File: src/rtl/i2c_master_core.sv
// Byte-level I2C initiator: executes one START / WRITE / READ / STOP command at a time,
// with quarter-period bit timing and SCL clock-stretching support.
module i2c_master_core #(
   parameter int unsigned CLK_DIV = 62
) (
   input  logic       clk,
   input  logic       rst_n,
   input  logic       cmd_valid,
   output logic       cmd_ready,
   input  logic [1:0] cmd,
   input  logic [7:0] tx_data,
   input  logic       tx_nack,
   output logic       rsp_valid,
   output logic [7:0] rx_data,
   output logic       rx_ack,
   output logic       bus_owned,
   output logic       scl_o,
   output logic       sda_o,
   input  logic       scl_i,
   input  logic       sda_i
);

   localparam int unsigned DivW = (CLK_DIV > 1) ? $clog2(CLK_DIV) : 1;
   localparam logic [DivW-1:0] DivLast = DivW'(CLK_DIV - 1);

   localparam logic [1:0] CmdStart = 2'd0;
   localparam logic [1:0] CmdWrite = 2'd1;
   localparam logic [1:0] CmdRead  = 2'd2;
   localparam logic [1:0] CmdStop  = 2'd3;

   typedef enum logic [2:0] {
      StIdle,
      StStart,
      StBit,
      StAckBit,
      StStop,
      StReject
   } state_e;

   state_e          state_q, state_d;
   logic [1:0]      q_q, q_d;
   logic [DivW-1:0] div_q, div_d;
   logic [2:0]      bit_q, bit_d;
   logic [1:0]      cmd_q, cmd_d;
   logic [7:0]      tx_q, tx_d;
   logic            nack_q, nack_d;
   logic [7:0]      shift_q, shift_d;
   logic            scl_q, scl_d;
   logic            sda_q, sda_d;
   logic            rsp_q, rsp_d;
   logic [7:0]      rx_data_q, rx_data_d;
   logic            rx_ack_q, rx_ack_d;
   logic            owned_q, owned_d;

   logic busy;
   logic q_end;
   logic stall;
   logic sample;
   logic reject_cmd;

   assign busy       = (state_q == StStart) || (state_q == StBit) ||
                       (state_q == StAckBit) || (state_q == StStop);
   assign q_end      = (div_q == DivLast);
   // A slave holding SCL low freezes the divider at the start of q2.
   assign stall      = (q_q == 2'd2) && (div_q == '0) && !scl_i;
   assign sample     = (q_q == 2'd2) && q_end;
   assign reject_cmd = (cmd != CmdStart) && !owned_q;

   // Next-state, line levels and response generation.
   always_comb begin
      state_d   = state_q;
      q_d       = q_q;
      div_d     = div_q;
      bit_d     = bit_q;
      cmd_d     = cmd_q;
      tx_d      = tx_q;
      nack_d    = nack_q;
      shift_d   = shift_q;
      scl_d     = scl_q;
      sda_d     = sda_q;
      rsp_d     = 1'b0;
      rx_data_d = rx_data_q;
      rx_ack_d  = rx_ack_q;
      owned_d   = owned_q;

      if (busy && !stall) begin
         if (q_end) begin
            div_d = '0;
            q_d   = q_q + 2'd1;
         end else begin
            div_d = div_q + DivW'(1);
         end
      end

      case (state_q)
         StIdle: begin
            if (cmd_valid) begin
               cmd_d  = cmd;
               nack_d = tx_nack;
               div_d  = '0;
               q_d    = 2'd0;
               bit_d  = 3'd0;
               // READ shifts out all-ones so SDA stays released during its data bits.
               tx_d   = (cmd == CmdRead) ? 8'hFF : tx_data;
               if (reject_cmd) begin
                  state_d  = StReject;
                  rsp_d    = 1'b1;
                  rx_ack_d = 1'b1;
               end else begin
                  case (cmd)
                     CmdStart: begin
                        state_d = StStart;
                        sda_d   = 1'b1;
                     end
                     CmdWrite, CmdRead: begin
                        state_d = StBit;
                        scl_d   = 1'b0;
                        sda_d   = (cmd == CmdRead) ? 1'b1 : tx_data[7];
                     end
                     default: begin
                        state_d = StStop;
                        scl_d   = 1'b0;
                        sda_d   = 1'b0;
                     end
                  endcase
               end
            end
         end

         StReject: state_d = StIdle;

         StStart: begin
            if (q_end) begin
               case (q_q)
                  2'd0: scl_d = 1'b1;
                  2'd1: sda_d = 1'b0;
                  2'd2: scl_d = 1'b0;
                  default: begin
                     state_d = StIdle;
                     rsp_d   = 1'b1;
                     owned_d = 1'b1;
                  end
               endcase
            end
         end

         StBit: begin
            if (sample && (cmd_q == CmdRead)) begin
               shift_d = {shift_q[6:0], sda_i};
            end
            if (q_end) begin
               case (q_q)
                  2'd1: scl_d = 1'b1;
                  2'd3: begin
                     scl_d = 1'b0;
                     if (bit_q == 3'd7) begin
                        state_d = StAckBit;
                        sda_d   = (cmd_q == CmdRead) ? nack_q : 1'b1;
                     end else begin
                        bit_d = bit_q + 3'd1;
                        sda_d = tx_q[6];
                        tx_d  = {tx_q[6:0], 1'b1};
                     end
                  end
                  default: ;
               endcase
            end
         end

         StAckBit: begin
            if (sample && (cmd_q == CmdWrite)) begin
               rx_ack_d = sda_i;
            end
            if (q_end) begin
               case (q_q)
                  2'd1: scl_d = 1'b1;
                  2'd3: begin
                     scl_d   = 1'b0;
                     state_d = StIdle;
                     rsp_d   = 1'b1;
                     if (cmd_q == CmdRead) begin
                        rx_data_d = shift_q;
                     end
                  end
                  default: ;
               endcase
            end
         end

         StStop: begin
            if (q_end) begin
               case (q_q)
                  2'd0: scl_d = 1'b1;
                  2'd1: sda_d = 1'b1;
                  2'd3: begin
                     state_d = StIdle;
                     rsp_d   = 1'b1;
                     owned_d = 1'b0;
                  end
                  default: ;
               endcase
            end
         end

         default: state_d = StIdle;
      endcase
   end

   // State register; reset releases both lines without generating a STOP.
   always_ff @(posedge clk) begin
      if (!rst_n) begin
         state_q   <= StIdle;
         q_q       <= 2'd0;
         div_q     <= '0;
         bit_q     <= 3'd0;
         cmd_q     <= 2'd0;
         tx_q      <= 8'h00;
         nack_q    <= 1'b0;
         shift_q   <= 8'h00;
         scl_q     <= 1'b1;
         sda_q     <= 1'b1;
         rsp_q     <= 1'b0;
         rx_data_q <= 8'h00;
         rx_ack_q  <= 1'b0;
         owned_q   <= 1'b0;
      end else begin
         state_q   <= state_d;
         q_q       <= q_d;
         div_q     <= div_d;
         bit_q     <= bit_d;
         cmd_q     <= cmd_d;
         tx_q      <= tx_d;
         nack_q    <= nack_d;
         shift_q   <= shift_d;
         scl_q     <= scl_d;
         sda_q     <= sda_d;
         rsp_q     <= rsp_d;
         rx_data_q <= rx_data_d;
         rx_ack_q  <= rx_ack_d;
         owned_q   <= owned_d;
      end
   end

   assign cmd_ready = (state_q == StIdle);
   assign rsp_valid = rsp_q;
   assign rx_data   = rx_data_q;
   assign rx_ack    = rx_ack_q;
   assign bus_owned = owned_q;
   assign scl_o     = scl_q;
   assign sda_o     = sda_q;

endmodule

File: config.mk
export PLATFORM = sky130hd
export DESIGN_NAME = i2c_master_core
export DESIGN_NICKNAME = d
export VERILOG_FILES = /design/src/rtl/i2c_master_core.sv
export SDC_FILE = /design/constraint.sdc
export NUM_CORES = 1
export LEC_CHECK = 0
export CORE_MARGIN = 1
export CORE_UTILIZATION = 60
export CTS_CLUSTER_SIZE = 12
export DETAILED_ROUTE_END_ITERATION = 12
export GPL_TIMING_DRIVEN = 0
export PLACE_DENSITY = 0.87
export SLEW_MARGIN = 15
export SYNTH_ARGS = -nofsm -noshare
export SYNTH_HDL_FRONTEND = slang
export SYNTH_SLANG_ARGS = --single-unit
File: constraint.sdc
create_clock -name clk -period 5.4 [get_ports clk]
set_clock_uncertainty 0.05 [all_clocks]
set_input_delay 1.08 -clock clk [delete_from_list [all_inputs] [get_ports clk]]
set_output_delay 1.08 -clock clk [all_outputs]
set_load 0.1 [all_outputs]
==> results of run 1 <==
[worst max-delay path: stages, from the launching register on]
cell and delay, ns:
dfxtp_1 0.30, buf_2 0.16, or3_1 0.37, clkbuf_1 0.16, inv_1 0.12, clkdlybuf4s50_1 1.13
[flip-flops by register name, summed over array words and instances, names as in the netlist]
signal,count
rsp_valid,1
scl_o,1
rx_ack,1
q_q,2
nack_q,1
state_q,3
tx_q,7
div_q,6
shift_q,8
sda_o,1
bit_q,3
bus_owned,1
cmd_q,2
rx_data,8
[routing by layer]
metal | up-vias | part of all wire
li1 | 1079 | -
met1 | 1000 | 0.45
met2 | 64 | 0.47
met3 | 15 | 0.052
met4 | 0 | 0.025
met5 | - | 0
[how the worst max path moves through the flow]
stage / startpoint / endpoint / slack [ns] / cells past startpoint
after global placement: state_q[0] / cmd_ready / 2.06 / 5
after CTS: state_q[0] / cmd_ready / 1.70 / 5
after floorplan: state_q[0] / cmd_ready / 2.73 / 4
after global routing: state_q[0] / cmd_ready / 1.61 / 5
after detailed placement: state_q[0] / cmd_ready / 2.05 / 5
final: state_q[0] / cmd_ready / 1.70 / 5
[layout make-up]
cell class,count,area (um^2)
timing repair buffer,28,280
inverter,11,41.3
buffer,13,52.6
tap,50,62.6
multi-input combinational,217,1490
sequential,45,901
clock inverter,3,21.3
clock buffer,5,68.8
fill,304,1060
[synthesized netlist by cell type, types with 2 or more instances]
cell / number
nand3_1: 7
o21ai_0: 11
xor2_1: 3
ha_1: 13
or4b_1: 2
dfxtp_1: 45
nand2b_1: 5
o21a_1: 2
mux2i_1: 17
nor3_1: 8
nor2_1: 22
a21oi_1: 6
a21boi_1: 7
o2111ai_1: 2
o221ai_1: 2
clkbuf_1: 10
xnor2_1: 3
buf_2: 3
or3_1: 11
nand2_1: 32
inv_1: 10
nand4_1: 2
a21boi_0: 5
nand3b_1: 2
or4_1: 2
nor2b_1: 20
o221a_2: 3
a31oi_1: 2
and3_1: 3
[kinds of logic (layout without fill, tap and decap cells)]
logic type / Yosys count / in the layout / share of synthesized area
adder cells (fa/ha/maj): 13 / 13 / 0.0656
XOR/XNOR: 6 / 6 / 0.0212
AO/OA/AOI/OAI: 53 / 53 / 0.153
buffers and inverters: 24 / 60 / 0.0378
multiplexers: 17 / 17 / 0.0686
flip-flops: 45 / 45 / 0.363
AND/OR/NAND/NOR: 128 / 128 / 0.290
[through the flow]
step | std cells | setup slack, ns | hold slack [ns]
floorplan | 286 | 2.73 | 0.381
global placement | 364 | 2.06 | 0.388
detailed placement | 364 | 2.05 | 0.395
CTS | 372 | 1.70 | 0.407
global route | 372 | 1.61 | 0.423
finish | 372 | 1.70 | 0.409
[power by group through the flow]
stage / combinational [uW] / clock (uW) / sequential [uW]
3_5_place_dp: 492 / 0 / 415
2_1_floorplan: 357 / 0 / 437
5_1_grt: 545 / 233 / 413
4_1_cts: 494 / 221 / 407
6_report: 496 / 218 / 407
3_3_place_gp: 484 / 0 / 413
==> results.sh, run 1 <==
export IMPL_yosysUniqueCellTypes=55
export IMPL_drc=0
export IMPL_fin_area_um2=2910
export IMPL_final_common_cell="dfxtp_1"
export IMPL_setup_viol=0
export IMPL_rsz0062_at_grt="false"
export IMPL_crit_type="flop to output pin"
export IMPL_io_pins=30
export IMPL_clkLatencyLatePin_ns=0.31
export IMPL_holdPathStages=2
export IMPL_gp_congestion=0.904
export IMPL_total_power_uw=1120
export IMPL_syn_nets=315
export IMPL_grt_antenna_before_repair=0
export IMPL_grtUsageMet2=0.439
export IMPL_grt_pass1_wl_um=8910
export IMPL_core_area_um2=3970
export IMPL_ir_drop_mv=0.304
export IMPL_synth_seq_cells=45
export IMPL_vias_per_cell=5.80
export IMPL_status="completed"
export IMPL_die_area_um2=4390
export IMPL_p_seq_frac=0.364
export IMPL_place_area_um2=2820
export IMPL_cp_start_kind="flop"
export IMPL_grt_pass1_vias=1920
export IMPL_timing_fmax_ghz=0.270
export IMPL_reg2reg_slack_ns=3.10
export IMPL_start_util=0.624
export IMPL_tightest_slew_ns=0.974
export IMPL_synth_ff_type="dfxtp_1"
export IMPL_die_width_um=66.3
export IMPL_grt_busiest_layer="met2"
export IMPL_first_pass_iters=4
export IMPL_ctsHoldBuffers=0
export IMPL_cts_sinks=45
export IMPL_synth_edff_count=0
export IMPL_grt_use_total=0.272
export IMPL_hold_class="flop to flop"
export IMPL_yosysTopAreaCellShare=0.363
export IMPL_dp_hpwl_um=3940
export IMPL_vias=2158
export IMPL_fin_util=0.733
export IMPL_synth_top_area_cell="dfxtp_1"
export IMPL_p_switching_uw=479
export IMPL_placementRows=23
export IMPL_endpoint_kind="output pin"
export IMPL_finalMaxSlewViolations=0
export IMPL_diodes=0
export IMPL_pwr_share_clk=0.194
export IMPL_combPwrFrac=0.442
export IMPL_grt_max_degree=16
export IMPL_r2r_start="q_q[1]"
export IMPL_gr_usage_met1=0.330
export IMPL_intPower_uw=641
export IMPL_worst_r2r_cell_count=6
export IMPL_p_leak_uw=0.00104
export IMPL_cts_setup_buffers=0
export IMPL_hp_start="tx_q[2]"
export IMPL_drt_first_iter_violations=166
export IMPL_cp_required_ns=4.27
export IMPL_drive_gt1_frac=0.0745
export IMPL_ys_seq_area_frac=0.363
export IMPL_cts_htree_levels=2
export IMPL_worstHoldEndpoint="tx_q[2]"
export IMPL_yosysWarnings=0
export IMPL_cts_resized=0
export IMPL_final_cell_mix="dfxtp_1 (45), nand2_1 (32), clkdlybuf4s50_1 (28)"
export IMPL_arrival_ns=2.57
export IMPL_grt_met3_usage=0.0707
export IMPL_synth_area_top_cells="dfxtp_1 (36%), mux2i_1 (6.9%), ha_1 (6.6%)"
export IMPL_crit_path_max_fanout=9
export IMPL_cts_max_path_buffers=2
export IMPL_syn_inst=286
export IMPL_period_minus_slack_ns=3.70
export IMPL_synth_area_per_cell_um2=8.67
export IMPL_regToRegEndpoint="tx_q[0]"
export IMPL_wl_um=5350
export IMPL_netlist_area_um2=2480
export IMPL_cts_buffers_inserted=5
export IMPL_die_h_um=66.3
export IMPL_slew_headroom=0.349
export IMPL_max_cap_violations=0
export IMPL_grt_overflow=0
export IMPL_cts_tree="done"
export IMPL_wl_per_cell_um=14.4
export IMPL_finalSetupTns_ns=0
export IMPL_clock_root_buffer="clkbuf_8"
export IMPL_nets=350
export IMPL_ant_nets=0
export IMPL_final_hold_viol_count=0
export IMPL_port_buffers=28
export IMPL_fin_crit_sh=0.685
export IMPL_async_reset_ff_frac=0
export IMPL_power_density_nw_per_um2=385
export IMPL_swShare=0.428
export IMPL_cts_reportedPaths_clkPinSlew_ns=0.09
export IMPL_synthToLayoutAreaGrowth_pct=17.5
No activity file was read; power rests on OpenSTA's default activity.
==> run 2: changes to the inputs <==
--- a/config.mk
+++ b/config.mk
@@ -6,11 +6,11 @@
 export NUM_CORES = 1
 export LEC_CHECK = 0
 export CORE_MARGIN = 1
-export CORE_UTILIZATION = 60
+export CORE_UTILIZATION = 55
 export CTS_CLUSTER_SIZE = 12
 export DETAILED_ROUTE_END_ITERATION = 12
 export GPL_TIMING_DRIVEN = 0
-export PLACE_DENSITY = 0.87
+export PLACE_DENSITY = 0.81
 export SLEW_MARGIN = 15
 export SYNTH_ARGS = -nofsm -noshare
 export SYNTH_HDL_FRONTEND = slang
==> constraint.sdc (replaced) <==
create_clock -name clk -period 3.5 [get_ports clk]
set_clock_uncertainty 0.05 [all_clocks]
set_input_delay 0.7 -clock clk [delete_from_list [all_inputs] [get_ports clk]]
set_output_delay 0.7 -clock clk [all_outputs]
set_load 0.1 [all_outputs]
==> results.sh, run 2 (synthesis gave the netlist of run 1 again) <==
export IMPL_first_pass_iters=4
export IMPL_status="completed"
export IMPL_power_density_nw_per_um2=601
export IMPL_port_buffers=28
export IMPL_arrival_ns=2.61
export IMPL_drc=0
export IMPL_wl_um=5440
export IMPL_drt_first_iter_violations=171
export IMPL_start_util=0.570
export IMPL_max_stage_delay_ns=1.14
export IMPL_cts_resized=0
export IMPL_synthToLayoutAreaGrowth_pct=17.7
export IMPL_io_pins=30
export IMPL_clock_root_buffer="clkbuf_8"
export IMPL_seqCellArea_um2=901
export IMPL_cts_reportedPaths_clkPinSlew_ns=0.09
export IMPL_cts_tree="done"
export IMPL_cts_max_path_buffers=2
export IMPL_crit_type="flop to output pin"
export IMPL_timing_fmax_ghz=0.298
export IMPL_die_area_um2=4780
export IMPL_nets=350
export IMPL_endpoint_kind="output pin"
export IMPL_slew_headroom=0.351
export IMPL_ant_nets=0
export IMPL_core_area_um2=4350
export IMPL_grt_use_total=0.236
export IMPL_cts_htree_levels=2
export IMPL_tightest_slew_ns=0.970
export IMPL_final_common_cell="dfxtp_1"
export IMPL_final_hold_viol_count=0
export IMPL_grt_overflow=0
export IMPL_grt_pass1_vias=1997
export IMPL_clkLatencyLatePin_ns=0.31
export IMPL_ctsHoldBuffers=0
export IMPL_cts_sinks=45
export IMPL_diodes=0
export IMPL_ir_drop_mv=0.328
export IMPL_max_cap_violations=0
export IMPL_cts_buffers_inserted=5
export IMPL_wl_per_cell_um=14.5
export IMPL_gp_congestion=0.977
export IMPL_dp_hpwl_um=4000
export IMPL_placementRows=24
export IMPL_vias=2147
export IMPL_fill_cells=376
export IMPL_fin_util=0.670
export IMPL_finalSetupTns_ns=0
export IMPL_drive_gt1_frac=0.0745
export IMPL_grt_max_degree=17
export IMPL_finalMaxSlewViolations=0
export IMPL_die_width_um=69.2
export IMPL_grt_pass1_wl_um=9050
export IMPL_multi_input_comb_area_um2=1490
export IMPL_grt_antenna_before_repair=0
export IMPL_p_leak_uw=0.00104
export IMPL_final_cell_mix="dfxtp_1 (45), nand2_1 (32), clkdlybuf4s50_1 (28)"
export IMPL_path_cells="buf_2 > or3_1 > clkbuf_1 > inv_1 > clkdlybuf4s50_1"
export IMPL_fin_crit_sh=0.960
export IMPL_place_area_um2=2830
export IMPL_cp_required_ns=2.75
export IMPL_fin_area_um2=2920
export IMPL_crit_path_max_fanout=9
export IMPL_hold_class="flop to flop"
export IMPL_die_h_um=69.2
export IMPL_crit_slowest_cell="clkdlybuf4s50_1"
export IMPL_cp_start_kind="flop"
export IMPL_setup_viol=0
export IMPL_period_minus_slack_ns=3.36
export IMPL_rsz0062_at_grt="false"
export IMPL_cts_setup_buffers=0
export IMPL_vias_per_cell=5.74
-- run 2: cell counts in the layout (fill, tap and decap cells not counted) --
No cell type changed its count.
-- run 2: path summary, 6_finish.rpt --
check              from         to  slack (ns)  depth (start not counted)
max reg2reg      q_q[1]    tx_q[0]        1.26                          6
min             tx_q[1]    tx_q[1]        0.41                          2
min reg2reg     tx_q[1]    tx_q[1]        0.41                          2
max          state_q[0]  cmd_ready        0.14                          5
-- run 2: per-layer routing --
metal | vias to the layer above | part of all wire | global-route usage
li1 | 1081 | - | -
met1 | 984 | 0.46 | 0.304
met2 | 68 | 0.47 | 0.382
met3 | 14 | 0.054 | 0.0526
met4 | 0 | 0.020 | 0.0930
met5 | - | 0 | 0
-- run 2: layout make-up --
cell class,count,share of cell area
Timing Repair Buffer,28,0.0960
Sequential cell,45,0.309
Clock buffer,5,0.0236
Clock inverter,3,0.00857
Inverter,11,0.0141
Multi-Input combinational cell,217,0.509
Buffer,13,0.0180
Tap cell,52,0.0223
-- run 2: worst max-delay path: cells and delay by family, from the launching register on --
family                 cells  cell delay, ns
DFF                        1            0.30
and+or+nand+nor            1            0.38
buffers and inverters      4            1.60
-- run 2: power breakdown --
part / leakage, uW / switching (uW) / internal [uW]
logic: 0.000633 / 505 / 273
registers: 0.000365 / 56.6 / 575
clock network: 0.0000447 / 200 / 144
-- run 2: stage by stage --
stage               hold slack (ns)  instances  worst slack, ns  power [uW]
finish                        0.408        374            0.140        1750
global placement              0.391        366            0.511        1400
global route                  0.424        374           0.0874        1850
detailed placement            0.396        366            0.499        1410
CTS                           0.408        374            0.146        1750
floorplan                     0.381        286             1.21        1220
==> run 3: changes to the inputs <==
--- a/config.mk
+++ b/config.mk
@@ -5,7 +5,7 @@
 export SDC_FILE = /design/constraint.sdc
 export NUM_CORES = 1
 export LEC_CHECK = 0
-export CORE_MARGIN = 1
+export CORE_MARGIN = 4
 export CORE_UTILIZATION = 55
 export CTS_CLUSTER_SIZE = 12
 export DETAILED_ROUTE_END_ITERATION = 12
==> results.sh, run 3 (synthesis gave the netlist of run 1 again) <==
export IMPL_nets=350
export IMPL_cts_max_path_buffers=2
export IMPL_clock_root_buffer="clkbuf_8"
export IMPL_io_pins=30
export IMPL_max_cap_violations=0
export IMPL_crit_path_max_fanout=9
export IMPL_synthToLayoutAreaGrowth_pct=18.4
export IMPL_dp_hpwl_um=4080
export IMPL_final_hold_viol_count=0
export IMPL_place_ws_ns=0.477
export IMPL_ctsHoldBuffers=0
export IMPL_crit_slowest_cell="clkdlybuf4s50_1"
export IMPL_slew_headroom=0.354
export IMPL_path_cells="buf_2 > or3_1 > clkbuf_1 > inv_1 > clkdlybuf4s50_1"
export IMPL_clkLatencyLatePin_ns=0.30
export IMPL_vias_per_cell=5.75
export IMPL_endpoint_kind="output pin"
export IMPL_cts_resized=0
export IMPL_cts_htree_levels=2
export IMPL_final_setup_worst_slack_ns=0.137
export IMPL_die_h_um=75.2
export IMPL_cts_setup_buffers=0
export IMPL_cts_buffers_inserted=5
export IMPL_drt_first_iter_violations=218
export IMPL_grt_overflow=0
export IMPL_port_buffers=28
export IMPL_drc=0
export IMPL_place_area_um2=2830
export IMPL_grt_antenna_before_repair=0
export IMPL_cts_reportedPaths_clkPinSlew_ns=0.09
export IMPL_die_width_um=75.2
export IMPL_ir_drop_mv=0.412
export IMPL_final_cell_mix="dfxtp_1 (45), nand2_1 (32), clkdlybuf4s50_1 (28)"
export IMPL_final_common_cell="dfxtp_1"
export IMPL_wl_um=5490
export IMPL_timing_fmax_ghz=0.297
export IMPL_fill_cells=367
export IMPL_gp_congestion=0.944
export IMPL_cp_start_kind="flop"
export IMPL_die_area_um2=5650
export IMPL_start_util=0.570
export IMPL_grt_max_degree=15
export IMPL_crit_type="flop to output pin"
export IMPL_cts_tree="done"
export IMPL_arrival_ns=2.61
export IMPL_tightest_slew_ns=0.966
export IMPL_first_pass_iters=4
export IMPL_hold_class="flop to flop"
export IMPL_power_density_nw_per_um2=613
export IMPL_finalSetupTns_ns=0
export IMPL_grt_use_total=0.211
export IMPL_drive_gt1_frac=0.0714
export IMPL_core_area_um2=4350
export IMPL_fin_area_um2=2940
export IMPL_p_leak_uw=0.00105
export IMPL_placementRows=24
export IMPL_cp_required_ns=2.75
export IMPL_rsz0062_at_grt="false"
export IMPL_ant_nets=0
export IMPL_grt_pass1_vias=1961
export IMPL_setup_viol=0
export IMPL_grt_pass1_wl_um=9170
export IMPL_wl_per_cell_um=14.7
export IMPL_cts_sinks=45
export IMPL_fin_crit_sh=0.961
export IMPL_max_stage_delay_ns=1.14
export IMPL_finalMaxSlewViolations=0
export IMPL_period_minus_slack_ns=3.36
export IMPL_diodes=0
export IMPL_status="completed"
export IMPL_vias=2152
run 3: routing by layer:
metal / part of all wire / wire [um] / vias to the layer above / global-route usage
met5: 0 / 0 / - / 0
met4: 0.019 / 102 / 0 / 0.0718
met3: 0.072 / 397 / 10 / 0.0521
met2: 0.46 / 2530 / 69 / 0.329
met1: 0.45 / 2470 / 1001 / 0.287
li1: - / - / 1072 / -
run 3: worst paths after layout:
path | start | endpoint | slack (ns) | depth (start not counted)
hold reg to reg | tx_q[4] | tx_q[4] | 0.40 | 2
setup / recovery | state_q[0] | cmd_ready | 0.14 | 5
setup reg to reg | q_q[1] | tx_q[0] | 1.28 | 6
hold / removal | tx_q[4] | tx_q[4] | 0.40 | 2
run 3: area by class of cell:
| type | instances | area [um^2] | share of cell area |
|---|---|---|---|
| Clock inverter | 2 | 38.8 | 0.0132 |
| Tap cell | 52 | 65.1 | 0.0222 |
| Sequential cell | 45 | 901 | 0.307 |
| Timing Repair Buffer | 28 | 280 | 0.0954 |
| Multi-Input combinational cell | 217 | 1490 | 0.506 |
| Inverter | 11 | 41.3 | 0.0141 |
| Buffer | 13 | 52.6 | 0.0179 |
| Clock buffer | 6 | 72.6 | 0.0247 |
run 3: report_power, final:
part | total (uW) | switching, uW | internal, uW
logic | 775 | 503 | 273
registers | 629 | 54.2 | 575
clock network | 395 | 181 | 214
total | 1800 | 738 | 1060
run 3: critical path: cells and delay by family (launching register included):
kind                   cells  cell delay [ns]
buffers and inverters      4             1.61
DFF                        1             0.30
and+or+nand+nor            1             0.38
run 3: metrics by stage:
stage               instances  power (uW)  utilization  hold slack, ns
floorplan                 286        1220            -           0.381
global placement          366        1390        0.649           0.390
detailed placement        366        1400        0.649           0.394
CTS                       374        1800        0.674           0.406
global route              374        1920        0.674           0.441
finish                    374        1800        0.674           0.405
